## src/rtl/spi_bar_reg_ctrl_if.sv

```systemverilog
// Bus bundle between the SPI pins / timing generator and the bar register
// controller. The controller takes the slave side; the pin driver takes master.
interface spi_bar_reg_ctrl_if #(
  parameter int N_BARS = 15,
  parameter int DATA_W = 8
);
  logic                       spi_clk;
  logic                       spi_csel;
  logic                       spi_mosi;
  logic                       frame_start;
  logic [N_BARS*DATA_W-1:0]   bar_vals;
  logic                       pending;
  logic                       wr_strobe;
  logic                       err_addr;
  logic                       err_len;

  modport master (
    output spi_clk, spi_csel, spi_mosi, frame_start,
    input  bar_vals, pending, wr_strobe, err_addr, err_len
  );

  modport slave (
    input  spi_clk, spi_csel, spi_mosi, frame_start,
    output bar_vals, pending, wr_strobe, err_addr, err_len
  );
endinterface

```

## src/rtl/spi_bar_reg_ctrl.sv

```systemverilog
// Frame-synchronised bar register controller: oversamples the SPI pins,
// assembles 16-bit {data, addr} packets into a shadow file and commits the
// shadow file to the live bar registers on frame_start only.
//
// state | meaning
// ------+---------------------------------------------------------------
// IDLE  | waiting for a synced chip-select rising edge
// SHIFT | packet framed; shifting mosi on each synced spi_clk rise
// CHECK | one cycle: validate length/address, write shadow or flag error
module spi_bar_reg_ctrl #(
  parameter int N_BARS      = 15,
  parameter int DATA_W      = 8,
  parameter int SYNC_STAGES = 2
) (
  input logic              CLOCK_50,
  input logic              reset,
  spi_bar_reg_ctrl_if.slave bus
);

  typedef enum logic [1:0] {IDLE, SHIFT, CHECK} state_t;

  localparam logic [7:0] ADDR_LIMIT = 8'(N_BARS);
  localparam logic [4:0] CNT_FULL   = 5'd16;
  localparam logic [4:0] CNT_SAT    = 5'd17;

  state_t state, next_state;

  logic [SYNC_STAGES-1:0] clk_sync, csel_sync, mosi_sync;
  logic                   clk_hist, csel_hist;
  logic                   clk_s, csel_s, mosi_s;
  logic                   clk_rise, csel_rise, csel_fall;

  logic [15:0]              shift_reg;
  logic [4:0]               bit_cnt;
  logic [N_BARS*DATA_W-1:0] shadow, live;
  logic                     pending_q, wr_strobe_q, err_addr_q, err_len_q;

  logic shift_clr, shift_en, wr_en, err_addr_n, err_len_n;
  logic [7:0] pkt_addr;

  assign clk_s     = clk_sync[SYNC_STAGES-1];
  assign csel_s    = csel_sync[SYNC_STAGES-1];
  assign mosi_s    = mosi_sync[SYNC_STAGES-1];
  assign clk_rise  = clk_s & ~clk_hist;
  assign csel_rise = csel_s & ~csel_hist;
  assign csel_fall = ~csel_s & csel_hist;
  assign pkt_addr  = shift_reg[7:0];

  // Pin synchronisers plus history flops; csel resets high so a chip select
  // already asserted when reset drops does not look like a new packet.
  always_ff @(posedge CLOCK_50) begin
    if (reset) begin
      clk_sync  <= '0;
      csel_sync <= '1;
      mosi_sync <= '0;
      clk_hist  <= 1'b0;
      csel_hist <= 1'b1;
    end else begin
      clk_sync  <= {clk_sync[SYNC_STAGES-2:0], bus.spi_clk};
      csel_sync <= {csel_sync[SYNC_STAGES-2:0], bus.spi_csel};
      mosi_sync <= {mosi_sync[SYNC_STAGES-2:0], bus.spi_mosi};
      clk_hist  <= clk_s;
      csel_hist <= csel_s;
    end
  end

  // FSM state register.
  always_ff @(posedge CLOCK_50) begin
    if (reset) state <= IDLE;
    else       state <= next_state;
  end

  // Next-state and per-cycle control decode; a clock rise coinciding with
  // the csel fall is dropped so the packet length is judged as framed.
  always_comb begin
    next_state = state;
    shift_clr  = 1'b0;
    shift_en   = 1'b0;
    wr_en      = 1'b0;
    err_addr_n = 1'b0;
    err_len_n  = 1'b0;
    case (state)
      IDLE: begin
        if (csel_rise) begin
          next_state = SHIFT;
          shift_clr  = 1'b1;
        end
      end
      SHIFT: begin
        if (csel_fall)     next_state = CHECK;
        else if (clk_rise) shift_en   = 1'b1;
      end
      CHECK: begin
        next_state = IDLE;
        if (bit_cnt != CNT_FULL)         err_len_n  = 1'b1;
        else if (pkt_addr >= ADDR_LIMIT) err_addr_n = 1'b1;
        else                             wr_en      = 1'b1;
      end
      default: next_state = IDLE;
    endcase
  end

  // Shift register, shadow file, commit to live bars and registered pulses.
  // On a coincident commit and write, live takes the old shadow and the new
  // write stays pending for the following frame.
  always_ff @(posedge CLOCK_50) begin
    if (reset) begin
      shift_reg   <= '0;
      bit_cnt     <= '0;
      shadow      <= '0;
      live        <= '0;
      pending_q   <= 1'b0;
      wr_strobe_q <= 1'b0;
      err_addr_q  <= 1'b0;
      err_len_q   <= 1'b0;
    end else begin
      if (shift_clr) begin
        shift_reg <= '0;
        bit_cnt   <= '0;
      end else if (shift_en) begin
        shift_reg <= {mosi_s, shift_reg[15:1]};
        if (bit_cnt != CNT_SAT) bit_cnt <= bit_cnt + 5'd1;
      end

      if (bus.frame_start && pending_q) live <= shadow;

      if (wr_en) begin
        for (int i = 0; i < N_BARS; i++) begin
          if (pkt_addr == 8'(i)) shadow[i*DATA_W +: DATA_W] <= DATA_W'(shift_reg[15:8]);
        end
        pending_q <= 1'b1;
      end else if (bus.frame_start) begin
        pending_q <= 1'b0;
      end

      wr_strobe_q <= wr_en;
      err_addr_q  <= err_addr_n;
      err_len_q   <= err_len_n;
    end
  end

  assign bus.bar_vals  = live;
  assign bus.pending   = pending_q;
  assign bus.wr_strobe = wr_strobe_q;
  assign bus.err_addr  = err_addr_q;
  assign bus.err_len   = err_len_q;

endmodule

```

## src/flat_wrapper.sv

```systemverilog
// flat-port wrapper written by rule: the top's interface ports become plain ports
module spi_bar_reg_ctrl_flat 
#(
  parameter int N_BARS      = 15,
  parameter int DATA_W      = 8,
  parameter int SYNC_STAGES = 2
)
  (CLOCK_50, reset, bus_spi_clk, bus_spi_csel, bus_spi_mosi, bus_frame_start, bus_bar_vals, bus_pending, bus_wr_strobe, bus_err_addr, bus_err_len);
  spi_bar_reg_ctrl_if #(.N_BARS(N_BARS), .DATA_W(DATA_W)) bus_i ();
  input logic CLOCK_50;
  input logic reset;
  input wire logic [$bits(bus_i.spi_clk)-1:0] bus_spi_clk;
  input wire logic [$bits(bus_i.spi_csel)-1:0] bus_spi_csel;
  input wire logic [$bits(bus_i.spi_mosi)-1:0] bus_spi_mosi;
  input wire logic [$bits(bus_i.frame_start)-1:0] bus_frame_start;
  output wire logic [$bits(bus_i.bar_vals)-1:0] bus_bar_vals;
  output wire logic [$bits(bus_i.pending)-1:0] bus_pending;
  output wire logic [$bits(bus_i.wr_strobe)-1:0] bus_wr_strobe;
  output wire logic [$bits(bus_i.err_addr)-1:0] bus_err_addr;
  output wire logic [$bits(bus_i.err_len)-1:0] bus_err_len;
  assign bus_i.spi_clk = bus_spi_clk;
  assign bus_i.spi_csel = bus_spi_csel;
  assign bus_i.spi_mosi = bus_spi_mosi;
  assign bus_i.frame_start = bus_frame_start;
  assign bus_bar_vals = bus_i.bar_vals;
  assign bus_pending = bus_i.pending;
  assign bus_wr_strobe = bus_i.wr_strobe;
  assign bus_err_addr = bus_i.err_addr;
  assign bus_err_len = bus_i.err_len;
  spi_bar_reg_ctrl #(.N_BARS(N_BARS), .DATA_W(DATA_W), .SYNC_STAGES(SYNC_STAGES)) u_core (.CLOCK_50(CLOCK_50), .reset(reset), .bus(bus_i));
endmodule
```

## config.mk

```make
export PLATFORM = sky130hd
export DESIGN_NAME = spi_bar_reg_ctrl_flat
export DESIGN_NICKNAME = d
export VERILOG_FILES = /design/src/rtl/spi_bar_reg_ctrl_if.sv /design/src/rtl/spi_bar_reg_ctrl.sv /design/src/flat_wrapper.sv
export SDC_FILE = /design/constraint.sdc
export NUM_CORES = 1
export LEC_CHECK = 0
export CAP_MARGIN = 20
export CORE_ASPECT_RATIO = 0.75
export CORE_UTILIZATION = 50
export CTS_CLUSTER_DIAMETER = 150
export CTS_CLUSTER_SIZE = 12
export DETAILED_ROUTE_END_ITERATION = 16
export DONT_BUFFER_PORTS = 1
export PLACE_DENSITY_LB_ADDON = 0.2
export SLEW_MARGIN = 20
export SYNTH_ARGS = -nofsm -noshare
export SYNTH_HDL_FRONTEND = slang
export SYNTH_SLANG_ARGS = --single-unit
```

## constraint.sdc

```tcl
create_clock -name CLOCK_50 -period 1.6 [get_ports CLOCK_50]
set_input_delay 0.32 -clock CLOCK_50 [delete_from_list [all_inputs] [get_ports CLOCK_50]]
set_output_delay 0.32 -clock CLOCK_50 [all_outputs]
set_load 0.02 [all_outputs]
```

==> key figures <==
Synthesis
  – Syn Inst Count: 1106
  – Avg Cell Area, Syn: 9.057 µm²
  – Flops & latches, synth: 275
  – Largest area contributor in the netlist: dfxtp_1
  – Cell area after synthesis: 10020 µm²
  – Synth area leaders: dfxtp_1, nand2_1, a21oi_1
  – Post-synth top flop: dfxtp_1
  – Async S/R FF share, synth: 0
  – Sequential share of the synthesized area: 0.5496
  – Post-synthesis cell type count: 47
  – Synth top area share: 0.5496
  – Post-synth EDFFs: 0
  – Yosys warns: 0
  – Synthesized Nets: 1115

Global routing
  – Largest net degree at the start of global routing: 263
  – Vias in the first global route: 7011
  – Congestion Overflow GR: 0
  – Tot GR Track Use: 0.2227
  – First-pass GRT wire length: 37040 µm
  – Initial antenna violation count: 0

Worst setup path
  – Critical R2R Capture: u_core.shadow[118]$_SDFFE_PP0P_
  – WS Path Type: reg2reg
  – Critical Path RT: 1.99 ns
  – Internal reg-to-reg setup slack: -0.06 ns
  – Worst setup startpoint: u_core.bit_cnt[0]$_SDFFE_PP0P_
  – R2R depth: 8
  – Worst EP arrival: 2.05 ns
  – Crit-path max FO: 8
  – Crit. End Element: register
  – Launch point of the worst reg-to-reg path: u_core.bit_cnt[0]$_SDFFE_PP0P_
  – CP Launch Type: register
  – Setup crit end: u_core.shadow[118]$_SDFFE_PP0P_

Clock tree
  – CTS Sinks: 275
  – Reg clk slew, reported paths: 0.07 ns
  – CTS tree: done
  – CTS Buf Count: 26
  – Root Driver: clkbuf_16
  – Cts hold-fix bufs: 25
  – H-tree lvl count: 1
  – Worst skew pair latency: 0.53 ns
  – Clock buffer depth: 3

STA
  – Skew final: 0.01648 ns
  – Slew Limit Headroom: 0.6941
  – Final Hold Viols: 54
  – F_max: 602.0 MHz
  – Fin. max-slew vios: 0
  – Fin Hold WS: -0.1211 ns
  – Final setup vio count: 28
  – Post-route minimum period: 1.661 ns
  – Fin crit share: 1.038
  – Measured slew at the worst slew-check pin: 0.4589 ns
  – RSZ-0062 raised after global routing: yes
  – PnR worst setup slack: -0.06104 ns

Run
  – Max Cap Viol: 0

Die
  – Die footprint: 20610 µm²
  – Die height: 124.6 µm
  – Die width: 165.4 µm
  – Top Ports: 130
  – Core footprint: 19490 µm²
  – Core Rows: 44
  – Initial core utilization: 0.5140

Place
  – Post-DP HPWL: 13940 µm
  – Port buffer count: 0
  – Setup Slack @ Placement: -0.04507 ns
  – Gpl congestion: 0.7908
  – Placed Cells: 1323

Routing
  – Vias per cell: 5.401
  – DR iter-0 viols: 619
  – Detailed Routing Iterations Pass 1: 13
  – Residual DRC count: 19
  – Vias: 7475
  – Detailed Route WL: 23140 µm
  – Routed len/inst: 16.72 µm
  – Final ANT Viol Nets: 0

Cells and area
  – Fin cells: 1384
  – Final antenna diode count: 0
  – Share of cells above drive strength 1: 0.1202
  – Synth-to-layout area growth: 15.73%
  – Layout Utilization: 0.5948
  – Final net count: 1140
  – # fillers: 1730

Power and ir drop
  – Final Total Pwr: 12.27 mW
  – Worst IR Drop VDD: 0.6875 mV
  – Pwr dens: 1058 nW/µm²
  – Leakage dissipation: 3.881 nW

Status
  – Outcome: finished with violations
  – Failing checks: DRC, hold timing, setup timing

Hold path
  – Hold WC Path Type: in2reg
-- through the flow --
stage,instance area (µm²),setup TNS (ns)
detailed placement,10430,-0.3736
global route,11590,-6.574
CTS,11370,-0.7986
finish,11590,-0.8221
floorplan,10030,0
global placement,10430,0
-- where the power goes --
| group | switching, mW | internal, mW |
|---|---|---|
| Combinational | 0.0225 | 0.0760 |
| Sequential | 0.00610 | 6.86 |
| Clock | 2.35 | 2.95 |
-- worst min path at each step --
stage                                        start                                     to  slack [ns]  depth (start not counted)
finish                                       reset   u_core.bus.bar_vals[86]$_SDFFE_PP0P_       -0.12                          1
global route                                 reset   u_core.bus.bar_vals[86]$_SDFFE_PP0P_       -0.14                          1
CTS                                          reset  u_core.bus.bar_vals[116]$_SDFFE_PP0P_       -0.14                          1
detailed placement  u_core.csel_sync[0]$_SDFF_PP1_         u_core.csel_sync[1]$_SDFF_PP1_        0.41                          1
global placement    u_core.csel_sync[0]$_SDFF_PP1_         u_core.csel_sync[1]$_SDFF_PP1_        0.39                          1
floorplan           u_core.csel_sync[0]$_SDFF_PP1_         u_core.csel_sync[1]$_SDFF_PP1_        0.39                          1
-- placed cells by master (no fill, tap or decap), types with 5 or more instances in the layout --
cell	count
o21ai_0	34
and2_4	6
nand2_1	280
nand2b_1	42
clkbuf_16	29
nor2b_1	6
o21ai_1	35
buf_6	11
buf_4	32
nor2_1	9
o21ai_2	21
a21oi_1	138
dfxtp_1	271
dlygate4sd3_1	25
nand3b_1	89
mux2i_1	32
nand2_8	5
buf_12	9
nand4_1	10
-- cells in the mapped netlist, types with 2 or more instances --
library cell    n
and2_1          4
ha_1            3
nand2_4         6
buf_8           2
o21ai_0        58
buf_6           4
nand2b_1       42
mux2i_1        32
dfxtp_1       275
o21ai_1        16
a21oi_1       138
inv_1           2
nand3b_1       89
or4_1           2
nor4b_1         2
nor2b_1         6
and2_4          2
nand4_1        10
nand3_1         4
nor2_1          9
nand2_1       281
nand4_4         3
or2_2           4
clkbuf_1       60
o21ai_2        16
buf_2          12
buf_1           3
and3b_1         2
-- worst max-delay path: stages, from the launching register on --
cell,delay [ns]
dfxtp_2,0.33
inv_2,0.07
ha_4,0.13
nor4bb_4,0.19
buf_6,0.17
clkbuf_16,0.14
and3_4,0.25
nand2_8,0.11
mux2i_1,0.13
-- metal layers --
metal	up-vias	part of all wire	routed length (µm)	GRT usage
met5	-	0	0	0
met4	0	0.015	350	0.04652
met3	34	0.060	1399	0.04496
met2	179	0.44	10220	0.3365
met1	3502	0.48	11160	0.3264
li1	3760	-	-	-
-- what timing repair did --
item,in CTS,in global routing
buffers inserted,0,6
gates resized for setup,4,49
pin swaps,0,8
endpoints found under the setup margin,36,121
gates cloned,0,2
endpoints found under the hold margin,151,121
-- cell families after synthesis --
group,after synthesis,share of synthesized area
fa+ha+maj,3,0.003748
compound gates,231,0.1222
buf+inv,84,0.03860
mux,32,0.03198
flops,275,0.5496
simple gates,479,0.2522
xor+xnor,2,0.001749
-- final cells by class --
| class | count | area (µm²) | share of cell area |
|---|---|---|---|
| tap | 253 | 316.6 | 0.02731 |
| multi-input combinational | 747 | 4232 | 0.3650 |
| timing repair buffer | 79 | 844.6 | 0.07285 |
| sequential | 275 | 5513 | 0.4756 |
| clock buffer | 28 | 679.4 | 0.05861 |
| inverter | 2 | 7.507 | 0.0006476 |
(Power assumes the default switching activity.)
